==> src/rtl/pc_fetch_unit.sv <==
// Program counter and instruction fetch: issues imem requests, holds the fetched word
// for decode and turns the branch-control decisions into the next fetch address.
module pc_fetch_unit #(
    parameter logic [31:0] RESET_VEC = 32'h0000_0000,
    parameter logic [31:0] INT_VEC   = 32'h0000_0080
) (
    input  logic        clk,
    input  logic        reset,
    input  logic [1:0]  pc_sel,
    input  logic [1:0]  branch_sel,
    input  logic        jmp_based_on_reg,
    input  logic [31:0] br_offset,
    input  logic [25:0] jmp_index,
    input  logic [31:0] reg_target,
    input  logic        advance,
    output logic        imem_req,
    output logic [31:0] imem_addr,
    input  logic        imem_ack,
    input  logic [31:0] imem_rdata,
    output logic [31:0] instr,
    output logic        instr_valid,
    output logic [31:0] pc,
    output logic [31:0] pc_plus4,
    output logic [31:0] epc,
    output logic        misalign_err
);

    typedef enum logic [1:0] {
        S_RST   = 2'b00,
        S_FETCH = 2'b01,
        S_HOLD  = 2'b10
    } state_t;

    state_t      state_q, state_d;
    logic [31:0] fetch_pc_q, fetch_pc_d;
    logic [31:0] pc_q, pc_d;
    logic [31:0] instr_q, instr_d;
    logic        instr_valid_q, instr_valid_d;
    logic [31:0] epc_q, epc_d;
    logic        misalign_q, misalign_d;
    logic [31:0] pc_plus4_w;
    logic [31:0] next_pc;

    assign pc_plus4_w = pc_q + 32'd4;

    // Target selection; the interrupt vector takes priority over any branch decision.
    always_comb begin
        next_pc = pc_plus4_w;
        case (pc_sel)
            2'b00: next_pc = RESET_VEC;
            2'b01: next_pc = INT_VEC;
            2'b10: next_pc = pc_plus4_w;
            default: begin
                case (branch_sel)
                    2'b00:   next_pc = pc_plus4_w + (br_offset << 2);
                    2'b01:   next_pc = {reg_target[31:2], 2'b00};
                    2'b10:   next_pc = {pc_plus4_w[31:28], jmp_index, 2'b00};
                    default: next_pc = pc_plus4_w;
                endcase
            end
        endcase
    end

    always_comb begin
        state_d       = state_q;
        fetch_pc_d    = fetch_pc_q;
        pc_d          = pc_q;
        instr_d       = instr_q;
        instr_valid_d = instr_valid_q;
        epc_d         = epc_q;
        misalign_d    = 1'b0;
        case (state_q)
            S_RST: begin
                state_d = S_FETCH;
            end
            S_FETCH: begin
                if (imem_ack) begin
                    instr_d       = imem_rdata;
                    pc_d          = fetch_pc_q;
                    instr_valid_d = 1'b1;
                    state_d       = S_HOLD;
                end
            end
            S_HOLD: begin
                if (advance) begin
                    fetch_pc_d    = next_pc;
                    instr_valid_d = 1'b0;
                    state_d       = S_FETCH;
                    if (pc_sel == 2'b01) begin
                        epc_d = pc_plus4_w;
                    end
                    misalign_d = (pc_sel == 2'b11) && (branch_sel == 2'b01) &&
                                 (reg_target[1:0] != 2'b00);
                end
            end
            default: begin
                state_d = S_RST;
            end
        endcase
    end

    always_ff @(posedge clk) begin
        if (reset) begin
            state_q       <= S_RST;
            fetch_pc_q    <= RESET_VEC;
            pc_q          <= RESET_VEC;
            instr_q       <= 32'd0;
            instr_valid_q <= 1'b0;
            epc_q         <= 32'd0;
            misalign_q    <= 1'b0;
        end else begin
            state_q       <= state_d;
            fetch_pc_q    <= fetch_pc_d;
            pc_q          <= pc_d;
            instr_q       <= instr_d;
            instr_valid_q <= instr_valid_d;
            epc_q         <= epc_d;
            misalign_q    <= misalign_d;
        end
    end

    // Decode must flag register jumps consistently; branch_sel decides if it does not.
    assert property (@(posedge clk) disable iff (reset)
        (state_q == S_HOLD && advance && pc_sel == 2'b11) |->
        (jmp_based_on_reg == (branch_sel == 2'b01)));

    assign imem_req     = (state_q == S_FETCH);
    assign imem_addr    = fetch_pc_q;
    assign instr        = instr_q;
    assign instr_valid  = instr_valid_q;
    assign pc           = pc_q;
    assign pc_plus4     = pc_plus4_w;
    assign epc          = epc_q;
    assign misalign_err = misalign_q;

endmodule

==> config.mk <==
export PLATFORM = sky130hd
export DESIGN_NAME = pc_fetch_unit
export DESIGN_NICKNAME = d
export VERILOG_FILES = /design/src/rtl/pc_fetch_unit.sv
export SDC_FILE = /design/constraint.sdc
export NUM_CORES = 1
export LEC_CHECK = 0
export BUFFER_PORTS_ARGS = -buffer_cell sky130_fd_sc_hd__buf_2
export CORE_MARGIN = 2
export CORE_UTILIZATION = 40
export CTS_CLUSTER_DIAMETER = 200
export DETAILED_ROUTE_END_ITERATION = 7
export GPL_TIMING_DRIVEN = 0
export HOLD_SLACK_MARGIN = 0.15
export PLACE_DENSITY = 0.68
export SETUP_SLACK_MARGIN = 0.2
export SYNTH_ARGS = -nofsm -noshare
export SYNTH_HDL_FRONTEND = slang
export SYNTH_SLANG_ARGS = --single-unit
==> constraint.sdc <==
create_clock -name clk -period 9.2 [get_ports clk]
set_input_delay 1.84 -clock clk [delete_from_list [all_inputs] [get_ports clk]]
set_output_delay 1.84 -clock clk [all_outputs]
set_load 0.02 [all_outputs]
==> impl_metrics.tcl, run 1 <==
set metrics [dict create \
    grt_max_degree 17 \
    end_kind "output pin" \
    outcome "completed" \
    cts_buffers 17 \
    drc 0 \
    syn-instance-count 1021 \
    ir_drop_mv 0.141 \
    ys.warnings.count 0 \
    synth_area_um2 7580 \
    total_power_mw 1.49 \
    totalWireLength_um 30700 \
    mostFrequentLayoutCells "287 x buf_2, 207 x nand2_1, 135 x a21oi_1, 132 x dfxtp_1, 95 x nor2_1" \
    drive_gt1_share_pct 25.3 \
    finClkSkew_ns 0.00914 \
    power-per-cell-area_nw_per_um2 150 \
    finalNetCount 1493 \
    grt_pass1_vias 7892 \
    worstReg2RegStart "pc[2]$_SDFFE_PP0P_" \
    period_share_pct 56.8 \
    ios 294 \
    crit_path_start "pc[2]$_SDFFE_PP0P_" \
    finalSetupViolCount 0 \
    stdcell_count 1574 \
    via_per_inst 5.51 \
    dr.pass1.iters 5 \
    synth_nets 1187 \
    setup.worst_path.end "pc_plus4[26]" \
    critPathRequiredTime_ns 7.36 \
    antenna_left 0 \
    start_util_pct 40.7 \
    wl_per_cell_um 19.5 \
    num_vias 8665 \
    ff2ff_path_depth 17 \
    setup_slack_ns 3.97 \
    rsz0062_at_grt "false" \
    cp-start-kind "flip-flop" \
    reg2reg_slack_ns 4.26 \
    grt_overflow_total 0 \
    synth.ff_latch_count 132 \
    cp_slowest_cell "nor3_1" \
    area_growth_pct 30.9 \
    cts_setup_buffers 0 \
    worst_pin_slew_ns 0.908 \
    setup_tns_ns 0 \
    placed_cells 1542 \
    fillers 1881 \
    cp.depth 9 \
    clkSlewWorstSetupHoldPaths_ns 0.06 \
    crit_type "reg2out" \
    syn_area_per_cell_um2 7.43 \
    dpl.hpwl_um 23900 \
    grt_usage_pct 29.9 \
    fmax_mhz 191 \
    coreArea_um2 18600 \
    insertion_delay_ns 0.43 \
    synth-edff-count 0 \
    mostFrequentLayoutCell "buf_2" \
    cts_buffer_depth 2 \
    fin_crit_ns 5.23 \
    yosysSeqAreaShare_pct 34.9 \
    worstPathBufferInverterCount 2 \
    yosysUniqueCellTypes 65 \
    dp_slack_ns 4.28 \
    drt_iter0_markers 606 \
    hold_violations 0 \
    clkSinkCount 132 \
    die_h_um 142 \
    critPathTopFamily "simple AND/OR/NAND/NOR gates" \
    worstPathArrival_ns 3.39 \
    ys.flop_type "dfxtp_1" \
    holdCritPathClass "reg2reg" \
    cts_root_buffer "clkbuf_16" \
    ctsHoldBuffers 0 \
    cap_violations 0 \
    htreeDepth 4 \
    drv_slew 0 \
    crit_fanout 7 \
    slowest_delay_ns 0.57 \
    die-area_um2 20100 \
    num_antenna_cells 0 \
    die_w_um 142 \
    synthArstFlopShare_pct 0 \
    crit_chain "ha_1 > nand2_1 > nor3_1 > nor2b_1 > nand3_1 > nor2_1 > xnor2_1 > inv_1 > buf_2" \
    slew_headroom_pct 38.9 \
    io_buffers 287 \
    p_leak_nw 4.64 \
    r2r_end "imem_addr[31]$_SDFFE_PP0P_" \
    antenna_found_initial 0 \
    grt_pass1_wl_um 45100 \
    place.gp.congestion 0.929 \
    post_cts_resized 0 \
    rows 50 \
    cts_tree "done" \
]
==> area by class of cell <==
cell class	instances	area (um2)	area share [%]
plain buffers	63	259	2.61
clock buffers	18	439	4.42
clock inverters	14	175	1.76
inverters	37	139	1.40
multi-input cells	789	4540	45.8
flip-flops and latches	132	2640	26.6
well taps	234	293	2.95
repair buffers	287	1440	14.5
==> tightest hold or removal path: cells and delay by family, from the launching register on <==
kind / cells / cell delay (ns)
DFF: 1 / 0.30
AOI/OAI and AO/OA: 1 / 0.05
and+or+nand+nor: 1 / 0.05
==> how the worst min path moves through the flow <==
stage	end	slack, ns	cells after the start	from
after detailed placement	instr[23]$_SDFFE_PP0P_	0.44	2	instr[23]$_SDFFE_PP0P_
after CTS	instr[23]$_SDFFE_PP0P_	0.45	2	instr[23]$_SDFFE_PP0P_
after floorplan	state_q[1]$_SDFFE_PP0P_	0.49	2	state_q[1]$_SDFFE_PP0P_
after global placement	instr[31]$_SDFFE_PP0P_	0.44	2	instr[31]$_SDFFE_PP0P_
final	instr[8]$_SDFFE_PP0P_	0.45	2	instr[8]$_SDFFE_PP0P_
after global routing	instr[1]$_SDFFE_PP0P_	0.47	2	instr[1]$_SDFFE_PP0P_
==> logic make-up after synthesis <==
logic type | after synthesis | share of synthesized area (%)
AND/OR/NAND/NOR | 398 | 22.8
buffers and inverters | 100 | 5.25
multiplexers | 9 | 1.37
AO/OA/AOI/OAI | 296 | 23.6
XOR/XNOR | 51 | 6.24
adder cells (fa/ha/maj) | 35 | 5.87
flip-flops | 132 | 34.9
==> synthesized netlist by cell type, types with 4 or more instances <==
library cell | n | area, um2
o22ai_1 | 9 | 56.3
and3_1 | 7 | 43.8
nand3_1 | 18 | 90.1
xnor2_1 | 27 | 236
nor3_1 | 23 | 115
nor2b_1 | 7 | 43.8
mux2i_1 | 7 | 70.1
nor2_1 | 95 | 357
buf_1 | 4 | 15.0
inv_1 | 37 | 139
xor2_1 | 22 | 193
a211oi_1 | 27 | 203
o31ai_1 | 4 | 30.0
nand2_1 | 207 | 777
a22o_1 | 8 | 70.1
clkbuf_1 | 55 | 206
nand2b_1 | 8 | 50.1
a21oi_1 | 135 | 676
or3_1 | 5 | 31.3
a31oi_1 | 10 | 62.6
dfxtp_1 | 132 | 2640
ha_1 | 34 | 425
o211ai_1 | 9 | 67.6
and2_1 | 6 | 37.5
a221oi_1 | 10 | 87.6
a21o_1 | 9 | 67.6
o21ai_0 | 47 | 235
or2_2 | 4 | 25.0
==> sequential cells by signal, summed over array words and instances (netlist names) <==
name,flops
imem_addr,32
pc,32
state_q,2
epc,32
instr,32
misalign_err,1
instr_valid,1
==> metal layers <==
| layer | routed length [um] | GRT usage [%] |
|---|---|---|
| met1 | 13000 | 39.7 |
| met2 | 14300 | 48.4 |
| met3 | 2620 | 6.07 |
| met4 | 850 | 10.5 |
| met5 | 0 | 0 |
==> power by group <==
part / internal (mW) / total, mW / switching, mW
Combinational: 0.0619 / 0.181 / 0.119
Clock: 0.437 / 0.718 / 0.281
Sequential: 0.583 / 0.589 / 0.00664
Total: 1.08 / 1.49 / 0.406
==> per-stage QoR <==
stage          hold slack (ns)  util, %  instance area (um2)
6_report                 0.451     53.2                 9930
5_1_grt                  0.468     53.2                 9930
4_1_cts                  0.452     53.2                 9930
3_5_place_dp             0.444     49.9                 9310
3_3_place_gp             0.438     49.9                 9310
2_1_floorplan            0.491        -                 7580
(Power assumes the default switching activity.)
==> run 2, diff against run 1 <==
--- a/config.mk
+++ b/config.mk
@@ -12,7 +12,7 @@
 export DETAILED_ROUTE_END_ITERATION = 7
 export GPL_TIMING_DRIVEN = 0
 export HOLD_SLACK_MARGIN = 0.15
-export PLACE_DENSITY = 0.68
+export PLACE_DENSITY = 0.7
 export SETUP_SLACK_MARGIN = 0.2
 export SYNTH_ARGS = -nofsm -noshare
 export SYNTH_HDL_FRONTEND = slang
==> constraint.sdc (replaced) <==
create_clock -name clk -period 4.59 [get_ports clk]
set_input_delay 0.918 -clock clk [delete_from_list [all_inputs] [get_ports clk]]
set_output_delay 0.918 -clock clk [all_outputs]
set_load 0.02 [all_outputs]
==> run 2 against run 1 <==
  * Cell count is 0.19% higher
  * First-iteration DRC count is 51% higher
  * Clock power is 95% higher
  * Via count is 1.6% higher
==> impl_metrics.tcl, run 2 (same netlist as run 1, synthesis figures left out) <==
set metrics [dict create \
    htreeDepth 4 \
    crit_fanout 7 \
    drc 0 \
    p_leak_nw 4.67 \
    fin_crit_ns 4.28 \
    stdcell_count 1577 \
    crit_type "reg2reg" \
    drive_gt1_share_pct 26.9 \
    area_growth_pct 32.3 \
    dr.pass1.iters 5 \
    power_frac_clock_pct 47.6 \
    intPower_mw 2.10 \
    outcome "completed" \
    hold_depth 2 \
    switchingPower_mw 0.847 \
    placed_cells 1542 \
    swShare_pct 28.7 \
    reg2reg_slack_ns 0.31 \
    hold_path_end "instr[18]$_SDFFE_PP0P_" \
    cts_buffer_depth 2 \
    min_from "instr[18]$_SDFFE_PP0P_" \
    slew_headroom_pct 39.3 \
    cts_buffers 17 \
    grt_usage_pct 30.6 \
    totalWireLength_um 31300 \
    ff2ff_path_depth 18 \
    num_vias 8800 \
    antenna_left 0 \
    cp-start-kind "flip-flop" \
    via_per_inst 5.58 \
    hold_violations 0 \
    power_frac_comb_pct 12.4 \
    setup_tns_ns 0 \
    clkSinkCount 132 \
    design_area_um2 10000 \
    worst_pin_slew_ns 0.908 \
    end_kind "flip-flop" \
    io_buffers 287 \
    mostFrequentLayoutCell "buf_2" \
    cts_tree "done" \
    antenna_found_initial 1 \
    start_util_pct 40.7 \
    die-area_um2 20100 \
    holdCritPathClass "reg2reg" \
    cap_violations 0 \
    die_w_um 142 \
    worstReg2RegStart "pc[2]$_SDFFE_PP0P_" \
    dpl_cell_area_um2 9310 \
    grt_max_degree 17 \
    rows 50 \
    grt_pass1_vias 8199 \
    period_share_pct 93.2 \
    grt_pass1_wl_um 46400 \
    finalNetCount 1495 \
    cts_root_buffer "clkbuf_16" \
    ir_drop_mv 0.260 \
    wl_per_cell_um 19.8 \
    r2r_end "imem_addr[29]$_SDFFE_PP0P_" \
    power_frac_seq_pct 40.0 \
    worstPathArrival_ns 4.60 \
    fmax_mhz 234 \
    total_power_mw 2.95 \
    drv_slew 0 \
    crit_path_start "pc[2]$_SDFFE_PP0P_" \
    drt_iter0_markers 916 \
    rsz0062_at_grt "true" \
    grt_overflow_total 0 \
    coreArea_um2 18600 \
    power-per-cell-area_nw_per_um2 294 \
    dpl.hpwl_um 24000 \
    critPathRequiredTime_ns 4.91 \
    finClkSkew_ns 0.0102 \
    dp_slack_ns -0.278 \
    insertion_delay_ns 0.44 \
    finalSetupViolCount 0 \
    setup_slack_ns 0.312 \
    place.gp.congestion 0.978 \
    ios 294 \
    mostFrequentLayoutCells "287 x buf_2, 207 x nand2_1, 133 x a21oi_1, 129 x dfxtp_1, 95 x nor2_1" \
    clkSlewWorstSetupHoldPaths_ns 0.06 \
    die_h_um 142 \
]
-- run 2: cell count changes in the layout (fill, tap and decap cells not counted), sizes merged --
cell	previous run	this run
buf	295	297
bufinv	3	2
clkbuf	73	72
clkinv	4	5
clkinvlp	3	1
diode	0	1
inv	41	44
-- run 2: worst max-delay path by stage --
stage,to,slack [ns],cells after the start
3_5_place_dp,imem_addr[31]$_SDFFE_PP0P_,-0.28,17
2_1_floorplan,imem_addr[29]$_SDFFE_PP0P_,0.66,15
5_1_grt,imem_addr[29]$_SDFFE_PP0P_,0.13,18
4_1_cts,imem_addr[31]$_SDFFE_PP0P_,0.21,17
3_3_place_gp,imem_addr[31]$_SDFFE_PP0P_,-0.25,17
6_report,imem_addr[29]$_SDFFE_PP0P_,0.31,18
-- run 2: routing by layer --
metal / routed length (um) / GRT usage, % / vias to the layer above
li1: - / - / 4172
met1: 12900 / 40.6 / 4092
met2: 14500 / 48.9 / 465
met3: 2850 / 5.33 / 71
met4: 1010 / 13.3 / 0
met5: 0 / 0 / -
-- run 2: power groups by stage --
stage	sequential [mW]	clock [mW]	combinational, mW
2_1_floorplan	1.23	0	0.172
3_3_place_gp	1.21	0	0.354
3_5_place_dp	1.21	0	0.356
4_1_cts	1.18	1.40	0.358
5_1_grt	1.18	1.45	0.395
6_report	1.18	1.40	0.366
-- run 2: metrics by stage --
step,hold WS [ns],utilization [%]
5_1_grt,0.471,53.8
2_1_floorplan,0.491,-
3_3_place_gp,0.438,49.9
6_report,0.451,53.8
4_1_cts,0.453,53.3
3_5_place_dp,0.444,49.9
-- run 2: final cells by class --
cell class / instances / area, um2
Clock inverter: 15 / 165
Tap cell: 234 / 293
Buffer: 63 / 260
Clock buffer: 17 / 425
Sequential cell: 132 / 2650
Multi-Input combinational cell: 789 / 4650
Inverter: 37 / 139
Timing Repair Buffer: 289 / 1450
Antenna cell: 1 / 2.50
Fill cell: 1819 / 8610
-- run 2: what timing repair did --
item | CTS | global route
gates resized for setup | 8 | 17
pin swaps | 0 | 1
setup buffers | 0 | 2
hold endpoints to repair | 0 | 0
hold buffers | 0 | 0
setup endpoints to repair | 14 | 12
-- run 2: critical path: stages, from the launching register on --
cell and delay [ns]:
dfxtp_2 0.43, ha_2 0.27, nand2_1 0.12, nor3_4 0.35, nor2b_2 0.29, nand3_1 0.21
inv_1 0.14, nand2_1 0.09, xor2_2 0.24, inv_1 0.09, ha_1 0.26, or4_1 0.42
a21oi_1 0.17, nor3_2 0.09, a22o_1 0.21, a211oi_2 0.32, nor4_1 0.11, o31ai_1 0.24
a21oi_1 0.10
==> run 3, diff against run 2 <==
--- a/config.mk
+++ b/config.mk
@@ -6,13 +6,15 @@
 export NUM_CORES = 1
 export LEC_CHECK = 0
 export BUFFER_PORTS_ARGS = -buffer_cell sky130_fd_sc_hd__buf_2
+export CELL_PAD_IN_SITES_DETAIL_PLACEMENT = 1
+export CELL_PAD_IN_SITES_GLOBAL_PLACEMENT = 1
 export CORE_MARGIN = 2
-export CORE_UTILIZATION = 40
+export CORE_UTILIZATION = 31
 export CTS_CLUSTER_DIAMETER = 200
 export DETAILED_ROUTE_END_ITERATION = 7
 export GPL_TIMING_DRIVEN = 0
 export HOLD_SLACK_MARGIN = 0.15
-export PLACE_DENSITY = 0.7
+export PLACE_DENSITY_LB_ADDON = 0.1
 export SETUP_SLACK_MARGIN = 0.2
 export SYNTH_ARGS = -nofsm -noshare
 export SYNTH_HDL_FRONTEND = slang
==> run 3 against run 2 <==
  * Wire length increased by 11%
  * Sequential power about the same
  * Total power decreased by 0.92%
  * Via count is 1.7% lower
  * Highest routed layer unchanged
  * Clock-buffer cell count increased by 1
  * Maximum frequency increased by 2.2%
  * Die area rose by 28%
  * Clock power hardly changed
==> impl_metrics.tcl, run 3 (same netlist as run 1, synthesis figures left out) <==
set metrics [dict create \
    cap_violations 0 \
    rows 57 \
    finClkSkew_ns 0.0131 \
    outcome "completed" \
    total_power_mw 2.92 \
    crit_fanout 4 \
    rsz0062_at_grt "false" \
    dr.pass1.iters 5 \
    mostFrequentLayoutCell "buf_2" \
    area_growth_pct 34.3 \
    ctsHoldBuffers 0 \
    via_per_inst 5.19 \
    grt_max_degree 17 \
    antenna_left 0 \
    place.gp.congestion 0.885 \
    grt_usage_pct 26.6 \
    p_leak_nw 4.69 \
    cts_root_buffer "clkbuf_16" \
    crit_chain "ha_2 > nand3_1 > xnor2_1 > ha_1 > and2_1 > a221oi_1 > a21oi_2 > o311ai_4 > a211o_1 > a311oi_2 > o31ai_1 > mux2i_1 > o21ba_1" \
    drc 0 \
    cp-start-kind "flip-flop" \
    holdCritPathClass "reg2reg" \
    cp_slowest_cell "a221oi_1" \
    die-area_um2 25700 \
    mostFrequentLayoutCells "287 x buf_2, 207 x nand2_1, 132 x a21oi_1, 129 x dfxtp_1, 95 x nor2_1" \
    io_buffers 287 \
    finalNetCount 1495 \
    cts_buffer_depth 2 \
    worstPathArrival_ns 4.56 \
    worstPathBufferInverterCount 0 \
    totalWireLength_um 34800 \
    htreeDepth 4 \
    period_share_pct 91.2 \
    cts_tree "done" \
    die_w_um 160 \
    drv_slew 0 \
    crit_type "reg2reg" \
    hold_violations 0 \
    start_util_pct 31.4 \
    final_core_util_pct 42.1 \
    drive_gt1_share_pct 27.0 \
    wl_per_cell_um 20.9 \
    holdWs_ns 0.452 \
    dpl.hpwl_um 27200 \
    insertion_delay_ns 0.43 \
    critPathRequiredTime_ns 4.96 \
    grt_overflow_total 0 \
    coreArea_um2 24200 \
    num_vias 8652 \
    ir_drop_mv 0.187 \
    end_kind "flip-flop" \
    ios 294 \
    antenna_found_initial 1 \
    fmax_mhz 239 \
    worst_pin_slew_ns 1.01 \
    grt_pass1_vias 8535 \
    grt_pass1_wl_um 51400 \
    finalSetupViolCount 0 \
    clkSlewWorstSetupHoldPaths_ns 0.07 \
    drt_iter0_markers 577 \
    clkSinkCount 132 \
    critPathTopFamily "compound AO/OA/AOI/OAI gates" \
    fillers 3135 \
    power-per-cell-area_nw_per_um2 287 \
    fin_crit_ns 4.18 \
    slew_headroom_pct 32.6 \
    die_h_um 160 \
    slowest_delay_ns 0.52 \
    cts_buffers 17 \
]
-- run 3: metrics by stage --
stage | setup WS, ns | cells | instance area [um2] | TNS, ns
6_report | 0.405 | 1667 | 10200 | 0
5_1_grt | 0.181 | 1667 | 10200 | 0
4_1_cts | 0.186 | 1665 | 10100 | 0
2_1_floorplan | 0.658 | 1021 | 7580 | 0
3_3_place_gp | -0.425 | 1632 | 9420 | -3.07
3_5_place_dp | -0.522 | 1632 | 9420 | -3.68
-- run 3: tightest hold or removal path: cells and delay by family, from the launching register on --
family          cells  cell delay [ns]
compound gates      1             0.05
flops               1             0.31
simple gates        1             0.05
-- run 3: path summary, 6_finish.rpt --
path                                from                         end  slack [ns]  depth (start not counted)
setup / recovery      pc[3]$_SDFFE_PP0P_  imem_addr[31]$_SDFFE_PP0P_        0.41                         13
hold reg to reg   instr[29]$_SDFFE_PP0P_      instr[29]$_SDFFE_PP0P_        0.45                          2
setup reg to reg      pc[3]$_SDFFE_PP0P_  imem_addr[31]$_SDFFE_PP0P_        0.41                         13
hold / removal    instr[29]$_SDFFE_PP0P_      instr[29]$_SDFFE_PP0P_        0.45                          2
-- run 3: timing repair --
item	4_1_cts	5_1_grt
setup buffers	1	1
setup endpoints to repair	17	14
pin swaps	1	2
resized for setup	14	21
-- run 3: routing by layer --
metal	global-route usage (%)	routed length, um	vias to the layer above
met5	0	0	-
met4	7.25	658	0
met3	5.37	2050	32
met2	43.9	16300	276
met1	35.5	15900	4178
li1	-	-	4166
-- run 3: layout make-up --
class                           count  area [um2]  share of cell area [%]
Clock inverter                     14         141                    1.39
Inverter                           37         139                    1.36
Tap cell                          324         405                    3.98
Clock buffer                       18         429                    4.21
Sequential cell                   132        2650                    26.0
Antenna cell                        1        2.50                  0.0246
Buffer                             63         262                    2.57
Multi-Input combinational cell    789        4710                    46.2
Timing Repair Buffer              289        1450                    14.2
-- run 3: power breakdown --
group / total [mW] / switching (mW) / internal (mW)
registers: 1.18 / 0.0138 / 1.17
logic: 0.373 / 0.248 / 0.125
clock network: 1.37 / 0.608 / 0.763
total: 2.92 / 0.869 / 2.05
